--- src/rtl/fixed_point_pkg.sv ---
// Shared fixed-point constants and divider state encoding.
// Defaults describe the Q7.8 format used at DATA_WIDTH = 16.
package fixed_point_pkg;

    localparam int unsigned DEF_DATA_WIDTH = 16;
    localparam int unsigned FRAC_BITS      = DEF_DATA_WIDTH / 2;
    localparam logic [DEF_DATA_WIDTH-1:0] Q_MAX = 16'h7FFF;
    localparam logic [DEF_DATA_WIDTH-1:0] Q_MIN = 16'h8000;

    typedef enum logic [1:0] {
        IDLE = 2'd0,
        CALC = 2'd1,
        DONE = 2'd2
    } div_state_t;

endpackage

--- src/rtl/fxp_saturate.sv ---
// Signed saturation of an unsigned magnitude plus sign into a WIDTH-bit two's complement value.
// Shared between the divider and multiplier result paths.
module fxp_saturate #(
    parameter int unsigned WIDTH = 16,
    parameter int unsigned MAG_W = 24
) (
    input  logic [MAG_W-1:0] mag,
    input  logic             sign,
    output logic [WIDTH-1:0] res_c,
    output logic             ovf_c
);

    localparam logic [MAG_W-1:0] POS_LIM = MAG_W'((64'd1 << (WIDTH - 1)) - 64'd1);
    localparam logic [MAG_W-1:0] NEG_LIM = MAG_W'(64'd1 << (WIDTH - 1));
    localparam logic [WIDTH-1:0] OUT_MAX = {1'b0, {(WIDTH-1){1'b1}}};
    localparam logic [WIDTH-1:0] OUT_MIN = {1'b1, {(WIDTH-1){1'b0}}};

    logic [WIDTH-1:0] low;

    // Negative side may reach one step further than the positive side.
    always_comb begin
        low   = mag[WIDTH-1:0];
        ovf_c = 1'b0;
        res_c = low;
        if (sign) begin
            if (mag > NEG_LIM) begin
                res_c = OUT_MIN;
                ovf_c = 1'b1;
            end else begin
                res_c = -low;
            end
        end else if (mag > POS_LIM) begin
            res_c = OUT_MAX;
            ovf_c = 1'b1;
        end
    end

endmodule

--- src/rtl/div_fixed_point.sv ---
// Signed fixed-point divider, restoring algorithm, one quotient bit per cycle.
// Define DIV_FIXED_POINT_ROUND_EN for round-half-away-from-zero; default truncates.
module div_fixed_point
    import fixed_point_pkg::*;
#(
    parameter int unsigned DATA_WIDTH = DEF_DATA_WIDTH
) (
    input  logic                  clk,
    input  logic                  rst_n,
    input  logic                  start,
    input  logic [DATA_WIDTH-1:0] A,
    input  logic [DATA_WIDTH-1:0] B,
    output logic                  busy,
    output logic                  done,
    output logic [DATA_WIDTH-1:0] Out,
    output logic                  C,
    output logic                  N,
    output logic                  V,
    output logic                  Z
);

    localparam int unsigned FRAC  = DATA_WIDTH / 2;
    localparam int unsigned DIV_W = DATA_WIDTH + FRAC;
    localparam int unsigned CNT_W = $clog2(DIV_W);
    localparam logic [DATA_WIDTH-1:0] OUT_MAX = {1'b0, {(DATA_WIDTH-1){1'b1}}};
    localparam logic [DATA_WIDTH-1:0] OUT_MIN = {1'b1, {(DATA_WIDTH-1){1'b0}}};

    div_state_t            state;
    logic [CNT_W-1:0]      count;
    logic                  sign;
    logic                  a_neg;
    logic                  div0;
    logic [DATA_WIDTH-1:0] b_mag;
    logic [DIV_W-1:0]      dividend;
    logic [DATA_WIDTH:0]   rem;
    logic [DIV_W-1:0]      quo;

    logic                  accept;
    logic [DATA_WIDTH-1:0] a_mag;
    logic [DATA_WIDTH:0]   trial;
    logic                  ge;
    logic [DATA_WIDTH:0]   rem_next;
    logic [DIV_W-1:0]      mag;
    logic [DATA_WIDTH-1:0] sat_res;
    logic                  sat_ovf;
    logic [DATA_WIDTH-1:0] result;
    logic                  result_v;

    // One restoring step plus final magnitude/result selection.
    always_comb begin
        accept   = (state == IDLE) && start && !busy;
        a_mag    = A[DATA_WIDTH-1] ? -A : A;
        trial    = (DATA_WIDTH+1)'({rem, dividend[DIV_W-1]});
        ge       = trial >= {1'b0, b_mag};
        rem_next = ge ? trial - {1'b0, b_mag} : trial;
`ifdef DIV_FIXED_POINT_ROUND_EN
        mag      = quo + DIV_W'({rem, 1'b0} >= (DATA_WIDTH+2)'(b_mag));
`else
        mag      = quo;
`endif
        result   = div0 ? (a_neg ? OUT_MIN : OUT_MAX) : sat_res;
        result_v = div0 | sat_ovf;
    end

    fxp_saturate #(
        .WIDTH (DATA_WIDTH),
        .MAG_W (DIV_W)
    ) u_sat (
        .mag   (mag),
        .sign  (sign),
        .res_c (sat_res),
        .ovf_c (sat_ovf)
    );

    always_ff @(posedge clk or negedge rst_n) begin
        if (!rst_n) begin
            state    <= IDLE;
            count    <= '0;
            sign     <= 1'b0;
            a_neg    <= 1'b0;
            div0     <= 1'b0;
            b_mag    <= '0;
            dividend <= '0;
            rem      <= '0;
            quo      <= '0;
            busy     <= 1'b0;
            done     <= 1'b0;
            Out      <= '0;
            N        <= 1'b0;
            V        <= 1'b0;
            Z        <= 1'b1;
        end else begin
            done <= 1'b0;
            case (state)
                IDLE: begin
                    busy <= accept;
                    if (accept) begin
                        sign     <= A[DATA_WIDTH-1] ^ B[DATA_WIDTH-1];
                        a_neg    <= A[DATA_WIDTH-1];
                        div0     <= (B == '0);
                        b_mag    <= B[DATA_WIDTH-1] ? -B : B;
                        dividend <= {a_mag, FRAC'(0)};
                        rem      <= '0;
                        quo      <= '0;
                        count    <= '0;
                        state    <= (B == '0) ? DONE : CALC;
                    end
                end
                CALC: begin
                    busy     <= 1'b1;
                    rem      <= rem_next;
                    quo      <= {quo[DIV_W-2:0], ge};
                    dividend <= dividend << 1;
                    count    <= count + CNT_W'(1);
                    if (count == CNT_W'(DIV_W - 1)) begin
                        state <= DONE;
                    end
                end
                DONE: begin
                    // busy stays high through the done pulse cycle
                    busy  <= 1'b1;
                    done  <= 1'b1;
                    Out   <= result;
                    N     <= result[DATA_WIDTH-1];
                    V     <= result_v;
                    Z     <= (result == '0);
                    state <= IDLE;
                end
                default: begin
                    busy  <= 1'b0;
                    state <= IDLE;
                end
            endcase
        end
    end

    assign C = 1'b0;

endmodule

--- config.mk ---
export PLATFORM = sky130hd
export DESIGN_NAME = div_fixed_point
export DESIGN_NICKNAME = d
export VERILOG_FILES = /design/src/rtl/fixed_point_pkg.sv /design/src/rtl/fxp_saturate.sv /design/src/rtl/div_fixed_point.sv
export SDC_FILE = /design/constraint.sdc
export NUM_CORES = 1
export LEC_CHECK = 0
export ABC_CLOCK_PERIOD_IN_PS = 3200
export BUFFER_PORTS_ARGS = -buffer_cell sky130_fd_sc_hd__buf_4
export CAP_MARGIN = 10
export CORE_MARGIN = 10
export CORE_UTILIZATION = 40
export DETAILED_ROUTE_END_ITERATION = 8
export GPL_ROUTABILITY_DRIVEN = 0
export HOLD_SLACK_MARGIN = 0.15
export SYNTH_ARGS = -nofsm -noshare
export SYNTH_HDL_FRONTEND = slang
export SYNTH_HIERARCHICAL = 1
export SYNTH_SLANG_ARGS = --single-unit
--- constraint.sdc ---
create_clock -name clk -period 3.2 [get_ports clk]
set_input_delay 0.16 -clock clk [delete_from_list [all_inputs] [get_ports clk]]
set_output_delay 0.16 -clock clk [all_outputs]
set_load 0.03 [all_outputs]
==> reports/summary.txt, run 1 <==
vias in the first global route: 5212
clock latency on the worst-skew pair: 350 ps
depth of the most critical reg-to-reg path: 10
half-perimeter wire length after detailed placement: 11000 um
R2R Path End: Z
number of synthesized flops with an enable pin: 0
Min-Delay Path Class: primary input to register
buffer levels on the longest clock path: 2
cts bufs inserted: 9
hold violation total from the final report: 0
Setup Crit Path Kind: register to register
wire length of the first global-routing pass: 26000 um
number of top-level design ports: 57
CTS tree: done
worst-case setup margin in the final layout: 158 ps
reg-to-reg critical path startpoint: mag[0]
share of total power in sequential cells: 0.272
RSZ-0062 raised after global routing: no
Pwr per Cell Area: 1070 nW/um^2
largest fanout on the critical path: 6
# diodes: 0
fraction of power spent switching nets: 0.467
DIE AREA: 21100 sq um
total vias in the final route: 5350
total power: 7.92 mW
total routing usage reported by global routing: 0.144
worst min-delay path endpoint: dividend[18]
type of destination of the critical path: register
data arrival at the endpoint of the critical path: 3340 ps
count of yosys warnings during synthesis: 6
worst ir drop on vdd: 0.662 mV
root buffer cell: clkbuf_16
fraction of layout instances using a drive strength above 1: 0.140
post-synthesis cell type with the largest combined area: dfrtp_1
mean number of vias per cell: 5.38
area of the mapped netlist: 6280 sq um
maximum operating frequency: 0.329 GHz
sum of routed wire length over all layers: 15200 um
total number of nets in the final design: 838
critical path, cell by cell: inv_1 > ha_1 > or4b_4 > nor4_4 > nand4b_1 > and3b_1 > nor4_1 > nand4_1 > nor4_1 > mux2_2
Core ar.: 15300 sq um
Distinct cells, synth: 69
setup total negative slack: 0 ps
final cell utilization of the core: 0.482
register-to-register path setup slack: 160 ps
max-cap violations: 0
height of the die: 145 um
top-area cell type share of the netlist area: 0.402
status: finished clean
final count of pins violating max slew: 0
final worst path period need: 3040 ps
detailed-route DRC error count: 0
final worst path period share: 0.951
delay of the slowest cell on the worst path: 530 ps
most instantiated flip-flop cell in the synthesis netlist: dfrtp_1
IO buf count: 55
Post-Synthesis Mean Instance Area: 8.77 sq um
largest net degree at the start of global routing: 51
Setup-failing EPs final: 0
Filler Cell Count: 1476
Critical Path Source Type: register
CTS H-Tree Depth: 3
effective utilization at floorplan: 0.410
proportion of register bits with asynchronous set or reset after synthesis: 1.00
worst setup timing slack at the placement stage: 242 ps
area added between synthesis and finish: 17.5%
Max stage delay cell, worst path: or4b_4
number of DRC violations after detailed-routing iteration 0: 422
share of the yosys chip area belonging to registers: 0.407
total number of clock tree sinks: 102
Gate Count Post-Synth: 716
number of antenna violations at the first check in global routing: 0
Slew @ Worst Pin: 1070 ps
register bit count reported by yosys: 102
CP Data Required Time: 3500 ps
Static Leakage: 3.38 nW
hold_sp: A[10]
switching component of the power: 3.70 mW
Post-CTS Setup Inserts: 0
average wire length per cell after detail routing: 15.3 um
std cell rows: 45
worst slew margin relative to its limit: 0.283
critical path's most frequent cell: nor4_1
depth of the worst hold-timing path: 3
part of the power in the clock network: 0.128
clock transition time at the flip-flop clock pins of the worst setup and hold paths: 70 ps
part of the power in combinational logic: 0.601
Internal Power: 4.22 mW
leftover overflow at the end of global routing: 0
biggest area contributors in the synthesized netlist: dfrtp_1 40%, a21oi_1 5.7%, nand2_1 5.0%, ha_1 4.8%, nor2_1 4.4%
number of nets in the synthesized netlist: 776
count of TritonRoute iterations in the first routing pass: 5
Die X: 145 um
setup skew after layout: 8.51 ps
count of antenna-violating nets left after detailed routing: 0
-- registers in the layout (all words and copies together) (netlist names) --
signal	flops
mag	24
done	1
busy	1
sign	1
a_neg	1
Z	1
count	5
state	2
div0	1
rem	16
dividend	16
Out	16
V	1
b_mag	16
-- routing by layer --
layer | up-vias | share of wire | GRT usage
met1 | 2561 | 0.47 | 0.183
met3 | 18 | 0.037 | 0.0323
met5 | - | 0 | 0
met2 | 91 | 0.48 | 0.235
li1 | 2680 | - | -
met4 | 0 | 0.018 | 0.0490
-- worst max path at each step --
stage / depth (start not counted) / start / endpoint / slack, ps
6_report: 10 / mag[0] / Z / 160
5_1_grt: 10 / mag[0] / Z / 30
3_5_place_dp: 10 / mag[0] / Z / 240
3_3_place_gp: 8 / mag[19] / Z / 330
4_1_cts: 10 / mag[0] / Z / 230
2_1_floorplan: 10 / mag[0] / Z / 530
-- cell usage after synthesis (all sizes together), types with 7 or more instances --
cell type / count
clkbuf: 26
ha: 24
inv: 36
nor3: 13
dfrtp: 101
nor4: 12
or3: 8
nand3: 13
a32oi: 7
o21ai: 58
nor2: 74
buf: 10
nand2: 84
a31oi: 9
a21oi: 72
mux2i: 15
xor2: 28
o31ai: 9
xnor2: 13
a22o: 26
or4: 8
-- cell type report --
| class | instances | area [sq um] | area share |
|---|---|---|---|
| Multi-Input combinational cell | 542 | 3460 | 0.468 |
| Sequential cell | 102 | 2550 | 0.346 |
| Timing Repair Buffer | 87 | 701 | 0.0949 |
| Tap cell | 211 | 264 | 0.0358 |
| Clock buffer | 12 | 236 | 0.0320 |
| Inverter | 36 | 135 | 0.0183 |
| Clock inverter | 4 | 33.8 | 0.00458 |
-- cell families (layout without fill, tap and decap cells) --
group,count (synthesis),in the layout,share of synthesized area
AOI/OAI and AO/OA,214,214,0.218
buffers and inverters,72,139,0.0474
adders and majority gates,25,25,0.0510
muxes,16,16,0.0257
DFF,102,102,0.407
other,1,1,0.000597
xor gates and xnor gates,41,41,0.0572
and+or+nand+nor,245,245,0.193
-- through the flow --
stage	instance area, sq um	hold WS [ps]	cells
floorplan	6280	-136	716
global placement	6910	227	959
detailed placement	6910	229	959
CTS	7370	192	994
global route	7380	217	994
finish	7380	195	994
-- cell usage in the layout (no fill, tap or decap), types with 7 or more instances in the layout --
cell and count:
a32oi_1 7, o31ai_1 9, dfrtp_1 101, xnor2_1 13, a31oi_1 9, a21oi_1 69
o21ai_1 48, mux2i_1 15, clkbuf_16 9, nand3_1 13, nor3_1 8, dlygate4sd3_1 19
xor2_1 28, nor4_1 9, a22o_1 26, nor2_1 74, inv_1 33, o21ai_0 10
ha_1 24, buf_4 68, nand2_1 84
-- critical path: cells and delay by family, from the launching register on --
kind                       cells  cell delay (ps)
adders and majority gates      1              210
and+or+nand+nor                7             2050
DFF                            1              430
muxes                          1              190
buffers and inverters          1              100
-- power groups by stage --
stage / Clock (mW) / Sequential [mW] / Combinational [mW]
2_1_floorplan: 0 / 2.32 / 3.35
3_3_place_gp: 0 / 2.15 / 4.63
3_5_place_dp: 0 / 2.17 / 4.72
4_1_cts: 1.04 / 2.15 / 4.76
5_1_grt: 1.11 / 2.23 / 5.30
6_report: 1.01 / 2.15 / 4.76
-- what timing repair did --
action / in CTS / in global routing
endpoints found under the hold margin: 66 / 0
endpoints found under the setup margin: 0 / 1
hold buffers: 19 / 0
gates resized for setup: 0 / 2
Power figures use the tool's default switching activity.
==> run 2, diff against run 1 <==
==> constraint.sdc (replaced) <==
create_clock -name clk -period 3.2 [get_ports clk]
set_input_delay 0.32 -clock clk [delete_from_list [all_inputs] [get_ports clk]]
set_output_delay 0.32 -clock clk [all_outputs]
set_load 0.03 [all_outputs]
==> run 2 against run 1 <==
Non-clock buffer count is 18 lower. Global-route usage shrank 0.17 points. Critical path depth unchanged. Die area did not move. Final area is 1.8% lower. Clock power up 19%. Flip-flop and latch count is the same. Wire length down 0.27%. Final cell count shrank 1.8%.
==> reports/summary.txt, run 2 (synthesis gave the netlist of run 1 again) <==
status: finished clean (unchanged)
maximum operating frequency: 0.332 GHz (was 0.329 GHz)
leftover overflow at the end of global routing: 0 (unchanged)
count of antenna-violating nets left after detailed routing: 0 (unchanged)
# diodes: 0 (unchanged)
final count of pins violating max slew: 0 (unchanged)
Area after DPL: 6910 sq um (unchanged)
total number of nets in the final design: 820 (was 838)
cell family with most CP delay: simple AND/OR/NAND/NOR gates (unchanged)
largest fanout on the critical path: 6 (unchanged)
Core ar.: 15300 sq um (unchanged)
std cell rows: 45 (unchanged)
total placed cells including tap cells: 959 (unchanged)
average wire length per cell after detail routing: 15.6 um (was 15.3 um)
worst setup timing slack at the placement stage: 208 ps (was 242 ps)
DIE AREA: 21100 sq um (unchanged)
Setup-failing EPs final: 0 (unchanged)
worst ir drop on vdd: 0.648 mV (was 0.662 mV)
Pwr per Cell Area: 1120 nW/um^2 (was 1070 nW/um^2)
delay of the slowest cell on the worst path: 530 ps (about the same)
final worst path period share: 0.941 (was 0.951)
mean number of vias per cell: 5.38 (about the same)
Max stage delay cell, worst path: or4b_4 (unchanged)
Static Leakage: 3.33 nW (was 3.38 nW)
total routing usage reported by global routing: 0.142 (was 0.144)
data arrival at the endpoint of the critical path: 3310 ps (was 3340 ps)
number of top-level design ports: 57 (unchanged)
height of the die: 145 um (unchanged)
sum of buffers and inverters on the critical path: 1 (unchanged)
critical path's most frequent cell: nor4_1 (unchanged)
fraction of layout instances using a drive strength above 1: 0.146 (was 0.140)
final worst path period need: 3010 ps (was 3040 ps)
detailed-route DRC error count: 0 (unchanged)
CTS H-Tree Depth: 3 (unchanged)
clock latency on the worst-skew pair: 350 ps (about the same)
area added between synthesis and finish: 15.4% (was 17.5%)
Min-Delay Path Class: primary input to register (unchanged)
register-to-register path setup slack: 190 ps (was 160 ps)
Critical Path Source Type: register (unchanged)
buffer levels on the longest clock path: 2 (unchanged)
critical path, cell by cell: inv_1 > ha_1 > or4b_4 > or4b_1 > xnor2_1 > a211oi_2 > nor4_1 > nand4_1 > nor4_1 > mux2_2 (was inv_1 > ha_1 > or4b_4 > nor4_4 > nand4b_1 > and3b_1 > nor4_1 > nand4_1 > nor4_1 > mux2_2)
hold violation total from the final report: 0 (unchanged)
Setup Crit Path Kind: register to register (unchanged)
count of TritonRoute iterations in the first routing pass: 7 (was 5)
worst slew margin relative to its limit: 0.275 (was 0.283)
setup total negative slack: 0 ps (unchanged)
CTS tree: done (unchanged)
sum of routed wire length over all layers: 15200 um (about the same)
Die X: 145 um (unchanged)
part of the power in combinational logic: 0.586 (was 0.601)
CP Data Required Time: 3500 ps (about the same)
share of total power in sequential cells: 0.265 (was 0.272)
number of DRC violations after detailed-routing iteration 0: 410 (was 422)
final cell utilization of the core: 0.473 (was 0.482)
post-route cell area: 7250 sq um (was 7380 sq um)
part of the power in the clock network: 0.149 (was 0.128)
effective utilization at floorplan: 0.410 (unchanged)
fraction of power spent switching nets: 0.459 (was 0.467)
RSZ-0062 raised after global routing: no (unchanged)
Slew @ Worst Pin: 1090 ps (was 1070 ps)
most frequent cells in the layout: 101 x dfrtp_1, 84 x nand2_1, 74 x nor2_1 (unchanged)
vias in the first global route: 5204 (was 5212)
total number of clock tree sinks: 102 (unchanged)
Internal Power: 4.38 mW (was 4.22 mW)
largest net degree at the start of global routing: 52 (was 51)
wire length of the first global-routing pass: 25800 um (was 26000 um)
root buffer cell: clkbuf_16 (unchanged)
IO buf count: 55 (unchanged)
Layout Cells excl Fill: 976 (was 994)
clock transition time at the flip-flop clock pins of the worst setup and hold paths: 70 ps (about the same)
setup skew after layout: 8.82 ps (was 8.51 ps)
most common cell after layout, fill and taps aside: dfrtp_1 (unchanged)
max FFs per register: 24 (unchanged)
total vias in the final route: 5250 (was 5350)
max-cap violations: 0 (unchanged)
switching component of the power: 3.71 mW (was 3.70 mW)
cts bufs inserted: 9 (unchanged)
number of antenna violations at the first check in global routing: 0 (unchanged)
half-perimeter wire length after detailed placement: 11100 um (was 11000 um)
total power: 8.09 mW (was 7.92 mW)
worst-case setup margin in the final layout: 189 ps (was 158 ps)
type of destination of the critical path: register (unchanged)
tightest hold margin: 225 ps (was 195 ps)
## run 2: cell types whose count changed in the layout (fill, tap and decap cells not counted), sizes merged
cell / previous run / this run
clkinv: 3 / 1
bufinv: 0 / 2
clkbuf: 12 / 11
dlygate4sd3: 19 / 1
inv: 36 / 37
## run 2: worst reg2reg max path, delay by kind of cell (launching register included)
| kind | cells | cell delay, ps |
|---|---|---|
| buffers and inverters | 1 | 100 |
| DFF | 1 | 430 |
| xor gates and xnor gates | 1 | 200 |
| AOI/OAI and AO/OA | 1 | 110 |
| adders and majority gates | 1 | 220 |
| muxes | 1 | 190 |
| and+or+nand+nor | 5 | 1700 |
## run 2: area by class of cell
cell class / instances / area, sq um
clock buffers: 11 / 243
clock inverters: 5 / 81.3
multi-input cells: 542 / 3450
fillers: 1526 / 8070
repair buffers: 69 / 520
flip-flops and latches: 102 / 2550
well taps: 211 / 264
inverters: 36 / 135
## run 2: final timing paths
| kind | cells past startpoint | from | endpoint |
|---|---|---|---|
| min in group asynchronous | 2 | rst_n | mag[21] |
| max reg2reg | 10 | mag[0] | Z |
| max in group asynchronous | 3 | rst_n | Z |
| min reg2reg | 2 | b_mag[11] | b_mag[11] |
| min | 2 | A[0] | dividend[8] |
| max | 10 | mag[0] | Z |
## run 2: power groups by stage
stage | sequential, mW | clock, mW | combinational, mW
after detailed placement | 2.17 | 0 | 4.70
final | 2.15 | 1.20 | 4.74
after CTS | 2.15 | 1.24 | 4.74
after global placement | 2.15 | 0 | 4.63
after global routing | 2.23 | 1.29 | 5.26
after floorplan | 2.32 | 0 | 3.35
## run 2: what timing repair did
action | CTS | global route
endpoints found under the hold margin | 49 | 0
hold buffers | 1 | 0
endpoints found under the setup margin | 0 | 1
gates resized for setup | 0 | 1
buffers inserted | 0 | 0
## run 2: layer usage
layer / GRT usage / share of wire / vias to the layer above
met3: 0.0264 / 0.029 / 17
met1: 0.184 / 0.48 / 2488
li1: - / - / 2651
met2: 0.232 / 0.47 / 94
met4: 0.0495 / 0.016 / 0
met5: 0 / 0 / -
==> run 3, diff against run 2 <==
--- a/config.mk
+++ b/config.mk
@@ -13,6 +13,7 @@
 export DETAILED_ROUTE_END_ITERATION = 8
 export GPL_ROUTABILITY_DRIVEN = 0
 export HOLD_SLACK_MARGIN = 0.15
+export SETUP_SLACK_MARGIN = 0.2
 export SYNTH_ARGS = -nofsm -noshare
 export SYNTH_HDL_FRONTEND = slang
 export SYNTH_HIERARCHICAL = 1
==> run 3 against run 2 <==
Critical endpoint unchanged. Combinational power about the same. Fmax up 1.0%. Sequential power about the same. Setup slack better by 30 ps.
==> reports/summary.txt, run 3 (synthesis gave the netlist of run 1 again) <==
Die X: 145 um (unchanged)
IO buf count: 55 (unchanged)
height of the die: 145 um (unchanged)
final cell utilization of the core: 0.474 (was 0.473)
count of TritonRoute iterations in the first routing pass: 7 (unchanged)
Post-CTS Setup Inserts: 0 (unchanged)
routed wl met2: 7160 um (was 7170 um)
Core ar.: 15300 sq um (unchanged)
Setup Crit Path Kind: register to register (unchanged)
Area after DPL: 6910 sq um (unchanged)
Slew @ Worst Pin: 1070 ps (was 1090 ps)
setup total negative slack: 0 ps (unchanged)
std cell rows: 45 (unchanged)
status: finished clean (unchanged)
final count of pins violating max slew: 0 (unchanged)
wl on met1: 7270 um (was 7330 um)
total power: 8.11 mW (was 8.09 mW)
Static Leakage: 3.33 nW (about the same)
critical path, cell by cell: inv_1 > ha_1 > or4b_4 > nor4_4 > nand4b_1 > and3b_1 > nor4_1 > nand4_1 > nor4_1 > mux2_2 (was inv_1 > ha_1 > or4b_4 > or4b_1 > xnor2_1 > a211oi_2 > nor4_1 > nand4_1 > nor4_1 > mux2_2)
part of the power in combinational logic: 0.587 (was 0.586)
most common cell after layout, fill and taps aside: dfrtp_1 (unchanged)
share of total power in sequential cells: 0.265 (about the same)
DIE AREA: 21100 sq um (unchanged)
CTS tree: done (unchanged)
effective utilization at floorplan: 0.410 (unchanged)
detailed-route DRC error count: 0 (unchanged)
leftover overflow at the end of global routing: 0 (unchanged)
fraction of power spent switching nets: 0.460 (was 0.459)
CP Data Required Time: 3500 ps (about the same)
average wire length per cell after detail routing: 15.6 um (about the same)
worst slew margin relative to its limit: 0.285 (was 0.275)
maximum operating frequency: 0.335 GHz (was 0.332 GHz)
total number of clock tree sinks: 102 (unchanged)
switching component of the power: 3.73 mW (was 3.71 mW)
largest fanout on the critical path: 6 (unchanged)
data arrival at the endpoint of the critical path: 3280 ps (was 3310 ps)
most frequent cells in the layout: 101 x dfrtp_1, 84 x nand2_1, 74 x nor2_1 (unchanged)
Filler Cell Count: 1524 (was 1526)
Min-Delay Path Class: primary input to register (unchanged)
part of the power in the clock network: 0.148 (was 0.149)
max-cap violations: 0 (unchanged)
total number of nets in the final design: 820 (unchanged)
number of DRC violations after detailed-routing iteration 0: 393 (was 410)
delay of the slowest cell on the worst path: 530 ps (about the same)
CTS H-Tree Depth: 3 (unchanged)
total routing usage reported by global routing: 0.142 (about the same)
# diodes: 0 (unchanged)
area added between synthesis and finish: 15.5% (was 15.4%)
Pwr per Cell Area: 1120 nW/um^2 (about the same)
wire length of the first global-routing pass: 25700 um (was 25800 um)
Internal Power: 4.38 mW (about the same)
final worst path period share: 0.932 (was 0.941)
number of antenna violations at the first check in global routing: 0 (unchanged)
sum of routed wire length over all layers: 15200 um (about the same)
Setup-failing EPs final: 0 (unchanged)
setup skew after layout: 9.02 ps (was 8.82 ps)
worst ir drop on vdd: 0.644 mV (was 0.648 mV)
total vias in the final route: 5254 (was 5250)
footprint of the multi-input gates: 3450 sq um (about the same)
buffer levels on the longest clock path: 2 (unchanged)
clock transition time at the flip-flop clock pins of the worst setup and hold paths: 70 ps (about the same)
RSZ-0062 raised after global routing: yes (was no)
Critical Path Source Type: register (unchanged)
clock latency on the worst-skew pair: 350 ps (about the same)
mean number of vias per cell: 5.38 (about the same)
max FFs per register: 24 (unchanged)
critical path's most frequent cell: nor4_1 (unchanged)
top layer in use: met4 (unchanged)
final worst path period need: 2980 ps (was 3010 ps)
number of top-level design ports: 57 (unchanged)
largest net degree at the start of global routing: 52 (unchanged)
Max stage delay cell, worst path: or4b_4 (unchanged)
cts bufs inserted: 9 (unchanged)
hold violation total from the final report: 0 (unchanged)
fraction of layout instances using a drive strength above 1: 0.146 (unchanged)
post-route cell area: 7250 sq um (about the same)
type of destination of the critical path: register (unchanged)
root buffer cell: clkbuf_16 (unchanged)
count of antenna-violating nets left after detailed routing: 0 (unchanged)
Reg area: 2550 sq um (unchanged)
vias in the first global route: 5201 (was 5204)
routed wl met3: 510 um (was 445 um)
half-perimeter wire length after detailed placement: 11100 um (unchanged)
-- run 3: cell counts in the layout (fill, tap and decap cells not counted) --
No cell type changed its count.
-- run 3: worst paths after layout --
| check | cells past startpoint | endpoint | slack (ps) | start |
|---|---|---|---|---|
| worst max-delay path | 10 | Z | 220 | mag[0] |
| worst min-delay path | 2 | dividend[8] | 230 | A[0] |
| worst max register to register | 10 | Z | 220 | mag[0] |
| worst min register to register | 2 | b_mag[11] | 490 | b_mag[11] |
| max in group asynchronous | 3 | Z | 1780 | rst_n |
| min in group asynchronous | 2 | mag[21] | 550 | rst_n |
-- run 3: layout make-up --
| type | instances | share of cell area |
|---|---|---|
| Multi-Input combinational cell | 542 | 0.476 |
| Tap cell | 211 | 0.0364 |
| Inverter | 36 | 0.0186 |
| Sequential cell | 102 | 0.352 |
| Clock inverter | 5 | 0.0112 |
| Timing Repair Buffer | 69 | 0.0718 |
| Clock buffer | 11 | 0.0335 |
-- run 3: power by group through the flow --
stage | logic [mW] | clock network, mW | registers (mW)
floorplan | 3.35 | 0 | 2.32
global placement | 4.63 | 0 | 2.15
detailed placement | 4.70 | 0 | 2.17
CTS | 4.75 | 1.24 | 2.15
global route | 5.27 | 1.29 | 2.23
finish | 4.76 | 1.20 | 2.15
-- run 3: worst max-delay path: cells and delay by family, from the launching register on --
family | cells | cell delay (ps)
flip-flops | 1 | 430
multiplexers | 1 | 190
AND/OR/NAND/NOR | 7 | 1980
buffers and inverters | 1 | 100
adder cells (fa/ha/maj) | 1 | 210
-- run 3: repair_timing --
item | 4_1_cts | 5_1_grt
endpoints found under the setup margin | 1 | 1
resized for setup | 1 | 1
hold buffers | 1 | 0
endpoints found under the hold margin | 49 | 0
pin swaps | 1 | 1
cloned | 0 | 0
-- run 3: metrics by stage --
stage                     instances  hold WS [ps]  worst slack, ps
final                           976           226              219
after global routing            976           232              109
after CTS                       976           215              216
after detailed placement        959           397              208
after global placement          959           390              328
after floorplan                 716          24.4              535
-- run 3: metal layers --
metal | vias up | GRT usage
met4 | 0 | 0.0495
met2 | 105 | 0.232
li1 | 2652 | -
met5 | - | 0
met3 | 17 | 0.0264
met1 | 2480 | 0.184
